$ cat config.mk
export PLATFORM = sky130hd
export DESIGN_NAME = regfile_dump_reader
export DESIGN_NICKNAME = d
export VERILOG_FILES = /design/src/rtl/regfile_dump_reader_pkg.sv /design/src/rtl/regdump_out_reg.sv /design/src/rtl/regfile_dump_reader.sv
export SDC_FILE = /design/constraint.sdc
export NUM_CORES = 1
export LEC_CHECK = 0
export CAP_MARGIN = 20
export CORE_MARGIN = 4
export CORE_UTILIZATION = 41
export CTS_BUF_LIST = sky130_fd_sc_hd__clkbuf_2 sky130_fd_sc_hd__clkbuf_4 sky130_fd_sc_hd__clkbuf_8
export DETAILED_ROUTE_END_ITERATION = 8
export PLACE_DENSITY = 0.78
export SYNTH_ARGS = -nofsm -noshare
export SYNTH_HDL_FRONTEND = slang
export SYNTH_SLANG_ARGS = --single-unit
$ cat constraint.sdc
create_clock -name clk -period 1.5 [get_ports clk]
set_clock_uncertainty 0.1 [all_clocks]
set_input_delay 0.225 -clock clk [delete_from_list [all_inputs] [get_ports clk]]
set_output_delay 0.225 -clock clk [all_outputs]
set_load 0.01 [all_outputs]
$ cat src/rtl/regfile_dump_reader_pkg.sv
// Shared constants for the register-file dump reader: default sizes and the
// FSM state encoding, also used by the host-readback top.
package regfile_dump_reader_pkg;

    localparam int unsigned DEFAULT_WIDTH   = 16;
    localparam int unsigned DEFAULT_REGBITS = 4;

    typedef enum logic [2:0] {
        ST_IDLE   = 3'd0,
        ST_FETCH  = 3'd1,
        ST_SEND   = 3'd2,
        ST_FINISH = 3'd3,
        ST_CSUM   = 3'd4
    } state_e;

endpackage

$ cat src/rtl/regdump_out_reg.sv
// Output word register for the dump stream: loads a word, holds it stable
// until the consumer accepts it.
module regdump_out_reg #(
    parameter int unsigned WIDTH = 16
) (
    input  logic             clk,
    input  logic             reset,
    input  logic             load_i,
    input  logic [WIDTH-1:0] data_i,
    input  logic             last_i,
    input  logic             accept_i,
    output logic             valid_o,
    output logic [WIDTH-1:0] data_o,
    output logic             last_o
);

    logic             valid_q;
    logic [WIDTH-1:0] data_q;
    logic             last_q;

    // A load in the same cycle as an accept replaces the accepted word.
    always_ff @(posedge clk) begin
        if (reset) begin
            valid_q <= 1'b0;
            data_q  <= '0;
            last_q  <= 1'b0;
        end else if (load_i) begin
            valid_q <= 1'b1;
            data_q  <= data_i;
            last_q  <= last_i;
        end else if (accept_i) begin
            valid_q <= 1'b0;
        end
    end

    assign valid_o = valid_q;
    assign data_o  = data_q;
    assign last_o  = last_q;

endmodule

$ cat src/rtl/regfile_dump_reader.sv
// Walks an inclusive register range on one regfile read port and streams the
// values over valid/ready. Optional trailing checksum word: REGDUMP_CHECKSUM_EN.
module regfile_dump_reader
    import regfile_dump_reader_pkg::*;
#(
    parameter int unsigned WIDTH   = DEFAULT_WIDTH,
    parameter int unsigned REGBITS = DEFAULT_REGBITS
) (
    input  logic               clk,
    input  logic               reset,
    input  logic               start,
    input  logic [REGBITS-1:0] first_addr,
    input  logic [REGBITS-1:0] last_addr,
    output logic [REGBITS-1:0] ra,
    input  logic [WIDTH-1:0]   rd,
    output logic               out_valid,
    input  logic               out_ready,
    output logic [WIDTH-1:0]   out_data,
    output logic               out_last,
    output logic               busy,
    output logic               done
);

    state_e             state_q, state_d;
    logic [REGBITS-1:0] cur_q, cur_d;
    logic [REGBITS-1:0] last_q, last_d;
    logic               done_q, done_d;
    logic               busy_q, busy_d;
`ifdef REGDUMP_CHECKSUM_EN
    logic [WIDTH-1:0]   sum_q, sum_d;
`endif

    logic               load_c;
    logic [WIDTH-1:0]   ld_data_c;
    logic               ld_last_c;
    logic               accept_c;
    logic               hs_c;

    assign hs_c = out_valid && out_ready;

    always_ff @(posedge clk) begin
        if (reset) begin
            state_q <= ST_IDLE;
            cur_q   <= '0;
            last_q  <= '0;
            done_q  <= 1'b0;
            busy_q  <= 1'b0;
`ifdef REGDUMP_CHECKSUM_EN
            sum_q   <= '0;
`endif
        end else begin
            state_q <= state_d;
            cur_q   <= cur_d;
            last_q  <= last_d;
            done_q  <= done_d;
            busy_q  <= busy_d;
`ifdef REGDUMP_CHECKSUM_EN
            sum_q   <= sum_d;
`endif
        end
    end

    always_comb begin
        state_d   = state_q;
        cur_d     = cur_q;
        last_d    = last_q;
        load_c    = 1'b0;
        ld_data_c = rd;
        ld_last_c = 1'b0;
        accept_c  = 1'b0;
`ifdef REGDUMP_CHECKSUM_EN
        sum_d     = sum_q;
`endif
        case (state_q)
            ST_IDLE: begin
                if (start) begin
                    cur_d   = first_addr;
                    last_d  = last_addr;
`ifdef REGDUMP_CHECKSUM_EN
                    sum_d   = '0;
`endif
                    state_d = (first_addr > last_addr) ? ST_FINISH : ST_FETCH;
                end
            end
            ST_FETCH: begin
                load_c    = 1'b1;
                ld_data_c = rd;
`ifdef REGDUMP_CHECKSUM_EN
                ld_last_c = 1'b0;
`else
                ld_last_c = (cur_q == last_q);
`endif
                state_d   = ST_SEND;
            end
            ST_SEND: begin
                if (hs_c) begin
                    accept_c = 1'b1;
`ifdef REGDUMP_CHECKSUM_EN
                    sum_d    = WIDTH'(sum_q + out_data);
`endif
                    // Equality test before increment keeps the top address from wrapping.
                    if (cur_q == last_q) begin
`ifdef REGDUMP_CHECKSUM_EN
                        load_c    = 1'b1;
                        ld_data_c = WIDTH'(sum_q + out_data);
                        ld_last_c = 1'b1;
                        state_d   = ST_CSUM;
`else
                        state_d   = ST_FINISH;
`endif
                    end else begin
                        cur_d   = REGBITS'(cur_q + 1'b1);
                        state_d = ST_FETCH;
                    end
                end
            end
`ifdef REGDUMP_CHECKSUM_EN
            ST_CSUM: begin
                if (hs_c) begin
                    accept_c = 1'b1;
                    state_d  = ST_FINISH;
                end
            end
`endif
            ST_FINISH: begin
                state_d = ST_IDLE;
            end
            default: begin
                state_d = ST_IDLE;
            end
        endcase
        done_d = (state_d == ST_FINISH);
        busy_d = (state_d != ST_IDLE);
    end

    regdump_out_reg #(
        .WIDTH (WIDTH)
    ) u_out_reg (
        .clk      (clk),
        .reset    (reset),
        .load_i   (load_c),
        .data_i   (ld_data_c),
        .last_i   (ld_last_c),
        .accept_i (accept_c),
        .valid_o  (out_valid),
        .data_o   (out_data),
        .last_o   (out_last)
    );

    assign ra   = cur_q;
    assign done = done_q;
    assign busy = busy_q;

endmodule

-- Word-level counts from Yosys, hierarchy flattened
Cells that the tools add are included.
- equality and inequality tests: 7
- order comparisons: 1
- $add $sub $neg: 1
- reduce and logical (&&, ||, !) cells: 7
- muxes and demuxes: 15
- operators by type and width (operator ; count):
    $mux W4 ; 3
    $pmux W3 S3 ; 1
    $pmux W4 S2 ; 1
    $eq A3 B2 Y1 const B ; 2
    $mux W1 ; 6
    $mux W3 ; 2
    $ne A2 B2 Y1 const B ; 3
    $add A4 B1 Y4 const B ; 1
    $eq A4 B4 Y1 ; 1
    $gt A4 B4 Y1 ; 1
    $mux W2 ; 2
    $reduce_and A4 Y1 ; 1
    $reduce_bool A2 Y1 ; 2
    $eq A3 B1 Y1 const B ; 1
    $logic_not A3 Y1 ; 1
    $reduce_bool A3 Y1 ; 1
    $reduce_and A2 Y1 ; 1
    $logic_and A1 B1 Y1 ; 1
- output and inout bits: 24
- bits of input ports: 28
- logic and storage cells: 39
- flip-flop bits (word level): 31

-- Logic depth before layout (Yosys ltp)
Gate-level depths: netlist of run 1.
- depth in word-level cells: 5
- mapped depth: 7

-- Hierarchy
From an unflattened synthesis of run 1, not the netlist that was laid out.
- cells, all modules: 156
- area, all modules: 1488.9 um^2
- modules (own cells, without submodules) (module ; cells each ; sequential area each (um^2) ; times used ; area an instance (um^2)):
    regfile_dump_reader ; 97 ; 260.2 ; 1 ; 838.3
    regdump_out_reg ; 59 ; 360.3 ; 1 ; 650.6

-- Worst setup path after synthesis of run 1
No wires, ideal clock.
- kind: register -> register
- start point: reg state_q[0]
- end point: reg cur_q[0], in the netlist ra[0]
- library setup time: 0.074 ns
- clock period less this slack: 1.609 ns
- setup slack: -0.109 ns
- data arrival time: 1.434 ns
- data required time: 1.326 ns
- cell stages (with the launch flop): 6
- cells stage by stage: dfxtp_1 > buf_6 > nor4b_4 > a21oi_2 > or3_1 > a31oi_1
- cells in the longest elaborated chain, start to end: 3
- RTL lines (item ; RTL line ; source):
    start: declaration ; regfile_dump_reader.sv:24 ; state_e state_q, state_d;
    start signal: assignment ; regfile_dump_reader.sv:52 ; state_q <= state_d;
    $eq A3 B2 Y1 / $logic_not A3 Y1 (equally long branches) ; regfile_dump_reader.sv:74 ; case (state_q)
    $ne A2 B2 Y1 (no line) / $reduce_bool A2 Y1 (equally long branches) ; - ;
    $reduce_and A4 Y1 (no line) ; - ;
    end signal: assignment ; regfile_dump_reader.sv:53 ; cur_q <= cur_d;
    end: declaration ; regfile_dump_reader.sv:25 ; logic [REGBITS-1:0] cur_q, cur_d;
Parallel ways exist; a longest one is shown, timed or not.
A chain may end at the register's enable or synchronous reset.

-- Final worst setup path of run 1
- start point: reg state_q[1]
- end point: reg cur_q[0], in the netlist ra[0]
The elaborated chain is that of the path after synthesis.

==> results summary, run 1 <==
The total wire length is around 4.4 mm. The die span in y came out at approximately 66 microns. The worst hold path was traced through 3 stages. For the worst setup path, the data arrival time is 1.83 ns. For this configuration, the core starts out at a cell density of 0.438. The achievable frequency is between 600 and 700 MHz. In this run the remaining antenna-violating nets after routing total 0. The minimum clock period is approximately 1.7 ns.

STA classifies the critical path endpoint as a register. Walking the worst path, the cells encountered are buf_6, nor4b_4, a21oi_2, or3_1, a31oi_1. The max-slew violation count came out at 0. The post-placement setup slack is -0.762 ns.

Yosys mapped the design onto 36 distinct sky130hd cell types. The global router's overall resource usage came out at 0.217. The static power due to leakage is roughly 0.0011 uW. Across all register-to-register paths, the minimum setup slack is -0.17 ns. Synthesis produced a netlist with a net count of between 150 and 200. The detailed router's first-iteration violation count came out at ~40. In the synthesized netlist the dominant register cell turns out to be sky130_fd_sc_hd__dfxtp_1.

In the post-synthesis netlist, the biggest area contributors are sky130_fd_sc_hd__dfxtp_1 (45%), sky130_fd_sc_hd__nand2_1 (11%), sky130_fd_sc_hd__a21oi_1 (7.7%), sky130_fd_sc_hd__ha_1 (4.6%), sky130_fd_sc_hd__mux2i_1 (3.7%). The post-detailed-route via-to-cell ratio came out at just over 5. The data required time of the critical path came out at approximately 1.7 ns.

Setup violations remaining at the end of the flow were counted as 10. The number of design rule violations left after detail routing came out at 0. The first global-routing pass estimated between 7 and 8 mm of wire.

For this design the ratio of total power to cell area is around 810 nW/um^2. The warning count from the yosys run came out at 0. The fraction of layout cells with a size suffix above 1 came out at 0.327. The post-cts hold buffer count came out at 0. For this run, asynchronously set or reset flops after synthesis account for 0. Dividing the final minimum period by the clock period gives 1.11.

The number of max-cap violations came out at 0. The number of buffers added by the clock tree synthesis step came out at 5. The core region is 3130 sq um. The global-route congestion overflow total came out at 0. The initial antenna violation count was 0. The per-cell routed wire length is approximately 15 microns. Summed over all instances, the cell type with the most area after synthesis is sky130_fd_sc_hd__dfxtp_1. For this run, the post-layout net count is around 280. The HPWL after detailed placement is about 3 mm. The TritonCTS clock tree is yes. The die boundary width is around 66 microns. For the worst flop-to-flop path, the logic depth is 5.

The sequential area share after synthesis came out at 0.453. The final setup slack of the worst path came out at -0.165 ns. Detailed routing inserted a total of between 1k and 1.5k vias. The number of endpoints with negative hold slack in the final report came to 0. The critical path is of the register to register type. Clock tree synthesis selected as its root buffer the cell sky130_fd_sc_hd__clkbuf_4. The largest fanout on the critical path is 6. The endpoint of the worst-slack reg-to-reg timing path is ra[0]$_SDFFE_PP0P_. The placement row count is 20. The final design utilization is 0.770. The count of mapped cells out of synthesis is approximately 160. The buffers plus inverters on the worst setup path is 1. The end of the worst hold path is last_q[1]$_SDFFE_PP0P_. The run finished, with violations left. The number of antenna diodes came out at 0. Entering global routing, the biggest net connects 27 pins. In this run the most critical hold path is launched from last_addr[1]. The number of flip-flops and latches in the synthesized netlist came out at 31.

The fraction of post-synthesis cell area in the top cell type by area is 0.453. The H-tree generated during clock tree synthesis spans 2 levels. The area growth from synthesis to layout is 75.9%. The type of the most critical hold path is input pin to register. The worst setup path is launched from a register. The number of global-route vias before repair came out at 1577. The number of enable-type register cells in the synthesized netlist came out at 0. On the critical path the largest part of the delay comes from simple AND/OR/NAND/NOR gates.

The number of input and output port buffers inserted came out at 51. Setup repair after global routing could not meet its margin everywhere. The die area came out at ~4300 sq um. At the later pin of the worst-skew pair, clock insertion delay measures 0.34 ns. The clock net in this run drives a total of 31 sinks. For this design, the slowest cell found on the critical path is sky130_fd_sc_hd__dfxtp_4.

In this run the critical register-to-register path is launched from state_q[1]$_SDFF_PP0_. In this run the mean area of a mapped cell was between 8 and 9 sq um. The number of detailed-route iterations in the first pass is 4. The post-CTS clock slew at the launch and capture registers of the worst setup and hold paths came out at around 0.11 ns.

The critical path crosses 5 cells after its start point. The buffer depth of the longest clock path is 2. The cell area after technology mapping is roughly 1400 sq um.

The number of top-level design ports came out at 52. Across the VDD grid, the largest voltage drop is ~730 uV. The congestion estimate from routability-driven global placement came to about 0.86. The checks that failed: negative setup slack. The biggest cell delay along the critical path came out at between 0.3 and 0.4 ns.
## cell type report
class,instances,area (sq um)
tap,44,55.1
multi-input combinational,119,868
sequential,31,642
clock buffer,6,51.3
timing repair buffer,83,731
fill,219,718
inverter,4,27.5
clock inverter,2,35.0
## where the power goes
| part | total (uW) | switching (uW) | internal (uW) |
|---|---|---|---|
| sequential | 884 | 33.2 | 851 |
| combinational | 376 | 158 | 218 |
| clock | 691 | 298 | 393 |
## worst max-delay path by stage
stage	startpoint	to	slack, ns
2_1_floorplan	state_q[1]$_SDFF_PP0_	ra[0]$_SDFFE_PP0P_	-0.1
3_3_place_gp	last_addr[1]	busy$_SDFF_PP0_	-0.71
3_5_place_dp	last_addr[1]	busy$_SDFF_PP0_	-0.76
4_1_cts	out_ready	ra[0]$_SDFFE_PP0P_	-0.12
5_1_grt	state_q[1]$_SDFF_PP0_	ra[0]$_SDFFE_PP0P_	-0.20
6_report	state_q[1]$_SDFF_PP0_	ra[0]$_SDFFE_PP0P_	-0.17
## cell families after synthesis
family | count (synthesis) | synth area share
other | 1 | 0.00274
adders and majority gates | 5 | 0.0457
muxes | 5 | 0.0365
xor gates and xnor gates | 4 | 0.0256
and+or+nand+nor | 69 | 0.236
DFF | 31 | 0.453
buffers and inverters | 13 | 0.0447
AOI/OAI and AO/OA | 35 | 0.156
## timing repair
action | 4_1_cts | 5_1_grt
pin swaps | 7 | 15
endpoints found under the setup margin | 50 | 26
gates resized for setup | 46 | 37
buffers inserted | 2 | 4
gates cloned | 0 | 0
## worst min-delay path, delay by kind of cell
kind | cells | cell delay [ns]
muxes | 1 | 0.10
buffers and inverters | 1 | 0.18
and+or+nand+nor | 1 | 0.08
## metal layers
layer / routed length, microns / global-route usage / share of wire / vias to the layer above
li1: - / - / - / 712
met1: 1570 / 0.215 / 0.36 / 695
met2: 2430 / 0.416 / 0.55 / 50
met3: 241 / 0.0663 / 0.055 / 13
met4: 146 / 0.0829 / 0.033 / 0
met5: 0 / 0 / 0 / -
## layout by cell type, fill, tap and decap left out, drive strengths merged
cell type,n
nand2,40
buf,32
dfxtp,31
dlygate4sd2,26
a21oi,22
clkdlybuf4s50,19
nor2,10
clkbuf,7
mux2i,5
ha,5
xnor2,4
dlymetal6s2s,4
nand3,4
inv,4
o21ai,4
nor2b,3
nand4,2
nand2b,2
a2111oi,2
a41oi,1
nor4b,1
or3b,1
a21o,1
o31ai,1
o211ai,1
nor3b,1
o31a,1
or2,1
nand3b,1
nor3,1
and2,1
a211oi,1
or3,1
a31oi,1
bufinv,1
clkinv,1
clkdlybuf4s15,1
conb,1
## state kept, by name, summed over array words and instances (netlist names)
| signal | cells |
|---|---|
| u_out_reg.data_o | 16 |
| last_q | 4 |
| ra | 4 |
| state_q | 3 |
| busy | 1 |
| done | 1 |
| u_out_reg.last_o | 1 |
| u_out_reg.valid_o | 1 |
## metrics by stage
stage | setup TNS, ns | hold WS, ns | std cells | instance area (sq um) | power (uW)
CTS | -0.321 | 0.205 | 287 | 2280 | 1900
finish | -0.750 | 0.185 | 289 | 2410 | 1950
detailed placement | -5.70 | 0.347 | 278 | 2130 | 1220
global route | -1.44 | 0.217 | 289 | 2410 | 2030
floorplan | -0.200 | 0.261 | 163 | 1400 | 1020
global placement | -4.12 | 0.341 | 278 | 2130 | 1210
## synth_stat cells (2+ instances only)
cell                       instances
sky130_fd_sc_hd__clkbuf_1          6
sky130_fd_sc_hd__ha_1              5
sky130_fd_sc_hd__nor2_1           10
sky130_fd_sc_hd__nand2_1          40
sky130_fd_sc_hd__nand4_1           2
sky130_fd_sc_hd__a21oi_1          21
sky130_fd_sc_hd__dfxtp_1          31
sky130_fd_sc_hd__xnor2_1           4
sky130_fd_sc_hd__nand3_1           4
sky130_fd_sc_hd__inv_1             4
sky130_fd_sc_hd__nand2b_1          2
sky130_fd_sc_hd__o21ai_0           4
sky130_fd_sc_hd__mux2i_1           5
sky130_fd_sc_hd__nor2b_1           3
Note: power is estimated with default switching activity, not from simulation.
==> run 2: changes to the inputs <==
- CAP_MARGIN: 20 -> 10
- CTS_CLUSTER_SIZE: default -> 20
==> results of run 2 <==
The final DEF is identical to that of run 1; final timing and power are the same.
==> run 3: changes to the inputs <==
- CORE_MARGIN: 4 -> default
==> run 3 against run 2 <==
Effect of this change:
- the flow still finishes with violations (negative setup slack)
- utilization decreased by 1.1 points
- critical path depth increased by 1
- hold slack improved by 0.056 ns
- register-to-register slack improved by 0.03 ns
- global-route usage increased by 1.5 points
- sequential share of layout area increased by 0.13 points
- wire length decreased by 11%
- fmax decreased by 0.15%
- count of clock-buffer cells in the layout unchanged
- final cell count unchanged
- critical path type is now input pin to register
- critical endpoint unchanged
- largest cell class unchanged
- highest routed layer unchanged
==> results summary, run 3 (synthesis results as in run 1) <==
Violated checks: negative setup slack (unchanged). The combinational fraction of design power is 0.214 (was 0.193). The count of antenna-violating nets left after detailed routing came to 0 (unchanged).

The initial antenna violation count came out at 0 (unchanged). The library cell used as clock root buffer is sky130_fd_sc_hd__clkbuf_4 (unchanged). The synthesis-to-finish area growth came to 72.0% (was 75.9%).

The part of the total power dissipated in the clock network is 0.278 (was 0.354). The final-report setup violation count is 9 (was 10). The via count of the routed design came out at 1438 (was 1470). Chain of cells forming the critical path: clkdlybuf4s50_1, nand3_2, a41oi_2, a21oi_2, or3_1, a31oi_1 (was buf_6, nor4b_4, a21oi_2, or3_1, a31oi_1). The number of placed cells counting well taps came out at 275 (was 278). The number of antenna diodes is 0 (unchanged). The depth of the critical timing path with buffers and inverters included is 6 (was 5). The total clock sinks came out at 31 (unchanged). The number of input and output port buffers inserted is 51 (unchanged). The maximum ir drop on the vdd rail is 431 uV (was 733 uV). The minimum clock period is 1.67 ns (about the same). The number of standard cells in the final layout excluding fillers came out at 289 (unchanged).

The number of design rule violations left after detail routing was 0 (unchanged). The wire length of the first global-routing pass came out at 6.01 mm (was 7.18 mm). The per-cell routed wire length is 13.6 microns (was 15.2 microns).

The post-detailed-route via-to-cell ratio came out at 4.98 (was 5.09). The part of the total power dissipated in sequential elements is 0.508 (was 0.453). The clock insertion delay at the later pin of the skew report is 0.32 ns (was 0.34 ns).

The final setup TNS came out at -0.849 ns (was -0.750 ns). The number of global-route vias before repair came to 1402 (was 1577). The die boundary width is 59.8 microns (was 65.8 microns). The static power due to leakage is 0.00105 uW (was 0.00107 uW). The number of detailed-route iterations in the first pass is 5 (was 4). The detailed router's first-iteration violation count is 55 (was 41).

The die span in y was 59.8 microns (was 65.8 microns). The max-slew violation count came out at 0 (unchanged). The TritonCTS clock tree is yes (unchanged). The total wire length came out at 3.92 mm (was 4.38 mm). The number of max-cap violations was 0 (unchanged). The element type at the critical path end was a register (unchanged). The flip-flop count of the largest register after layout is 16 (unchanged). The final design utilization was 0.759 (was 0.770). The power per cell area was 730 nW/um^2 (was 810 nW/um^2). The largest fanout on the critical path came out at 4 (was 6). The placement row count came out at 20 (unchanged). The worst reg-to-reg path cell count is 6 (was 5). The total net switching power is 440 uW (was 489 uW). The global-route congestion overflow total came out at 0 (unchanged). The number of buffers added by the clock tree synthesis step was 5 (unchanged).

Most used cells in the layout excluding fill and tap cells: sky130_fd_sc_hd__nand2_1 (39), sky130_fd_sc_hd__dlygate4sd2_1 (28), sky130_fd_sc_hd__buf_4 (26) (was sky130_fd_sc_hd__nand2_1 (37), sky130_fd_sc_hd__buf_4 (30), sky130_fd_sc_hd__dlygate4sd2_1 (26)). The number of top-level design ports came out at 52 (unchanged). The nature of the critical path startpoint is an input pin (was register). The area of the core region came out at 3100 sq um (was 3130 sq um). The buffer depth of the longest clock path is 2 (unchanged). The global router's overall resource usage is 0.232 (was 0.217). The weighted congestion at the end of routability-driven global placement is 0.825 (was 0.861). RSZ-0062 raised after global routing: yes (unchanged). The type of the most critical hold path was input pin to register (unchanged).

The final HPWL from detailed placement came out at 2.81 mm (was 3.05 mm). The fraction of layout cells with a size suffix above 1 is 0.290 (was 0.327). The number of endpoints with negative hold slack in the final report is 0 (unchanged). Status: finished with violations (unchanged). The critical path's slowest cell is sky130_fd_sc_hd__clkdlybuf4s50_1 (was sky130_fd_sc_hd__dfxtp_4).

The biggest cell delay along the critical path came out at 0.50 ns (was 0.38 ns). The most frequent standard cell in the layout excluding fill and tap cells is sky130_fd_sc_hd__nand2_1 (unchanged). The internal power contribution came out at 1280 uW (was 1460 uW). The largest delay contributor family on the critical path is compound AO/OA/AOI/OAI gates (was simple AND/OR/NAND/NOR gates). The data required time of the critical path came out at 1.64 ns (was 1.66 ns).

The post-layout net count came out at 278 (was 277). The post-CTS clock slew at the launch and capture registers of the worst setup and hold paths came out at 0.09 ns (was 0.11 ns). The type of the worst setup path is input pin to register (was register to register). The fraction of the cycle the final worst path needs is 1.11 (about the same). The arrival time reported for the critical path endpoint is 1.81 ns (was 1.83 ns). The initial core utilization is 0.442 (was 0.438). The die area is 3580 sq um (was 4330 sq um).

The achievable frequency is 600 MHz (was 601 MHz). The H-tree level count is 2 (unchanged). The final setup slack of the worst path is -0.168 ns (was -0.165 ns). The pin count of the biggest net entering global routing came out at 27 (unchanged). The switching share of total power came to 0.256 (was 0.250).

The buffers plus inverters on the worst setup path came out at 1 (unchanged). The worst hold path depth was 4 (was 3).
-- run 3: cell types whose count changed in the layout (fill, tap and decap cells not counted), sizes merged --
cell / delta
buf: +1
bufinv: -1
clkbuf: -1
dlygate4sd2: +2
dlymetal6s2s: -1
-- run 3: layer usage --
metal	routed length, microns	vias up	part of all wire	global-route usage
met1	1540	664	0.39	0.250
met5	0	-	0	0
met2	2130	46	0.54	0.435
li1	-	713	-	-
met3	142	15	0.036	0.0325
met4	110	0	0.028	0.120
-- run 3: what timing repair did --
action                                  in CTS  in global routing
endpoints found under the setup margin      35                 12
buffers inserted                             6                  3
gates resized for setup                     47                 19
gates cloned                                 0                  0
hold buffers                                 0                  0
pin swaps                                   10                  9
-- run 3: power groups by stage --
stage | Clock, uW | Sequential [uW] | Combinational (uW)
after floorplan | 0 | 898 | 124
after global placement | 0 | 887 | 318
after detailed placement | 0 | 888 | 331
after CTS | 498 | 873 | 344
after global routing | 532 | 877 | 398
final | 478 | 873 | 367
-- run 3: worst reg2reg max path, cell delays in order, from the launching register on --
cell and delay (ns):
sky130_fd_sc_hd__dfxtp_4 0.37, sky130_fd_sc_hd__buf_6 0.12, sky130_fd_sc_hd__nor4b_4 0.33, sky130_fd_sc_hd__buf_4 0.16, sky130_fd_sc_hd__a21o_1 0.18, sky130_fd_sc_hd__nand3_1 0.10
sky130_fd_sc_hd__a31oi_1 0.20
-- run 3: through the flow --
stage | hold WS, ns | total power, uW | setup slack (ns) | instance area [sq um]
5_1_grt | 0.251 | 1810 | -0.212 | 2360
3_3_place_gp | 0.342 | 1210 | -0.770 | 2140
4_1_cts | 0.214 | 1710 | -0.146 | 2260
2_1_floorplan | 0.261 | 1020 | -0.0980 | 1400
6_report | 0.241 | 1720 | -0.168 | 2360
3_5_place_dp | 0.346 | 1220 | -0.846 | 2140
-- run 3: cell type report --
| type | count | area, sq um |
|---|---|---|
| Multi-Input combinational cell | 119 | 811 |
| Timing Repair Buffer | 84 | 776 |
| Fill cell | 242 | 747 |
| Sequential cell | 31 | 631 |
| Tap cell | 44 | 55.1 |
| Clock buffer | 6 | 51.3 |
| Inverter | 4 | 27.5 |
| Clock inverter | 1 | 5.00 |
-- run 3: final timing paths --
kind | start | end | slack (ns)
setup reg to reg | state_q[1]$_SDFF_PP0_ | ra[0]$_SDFFE_PP0P_ | -0.14
setup / recovery | out_ready | ra[0]$_SDFFE_PP0P_ | -0.17
hold reg to reg | u_out_reg.data_o[5]$_SDFFE_PP0P_ | u_out_reg.data_o[5]$_SDFFE_PP0P_ | 0.35
hold / removal | last_addr[0] | last_q[0]$_SDFFE_PP0P_ | 0.24
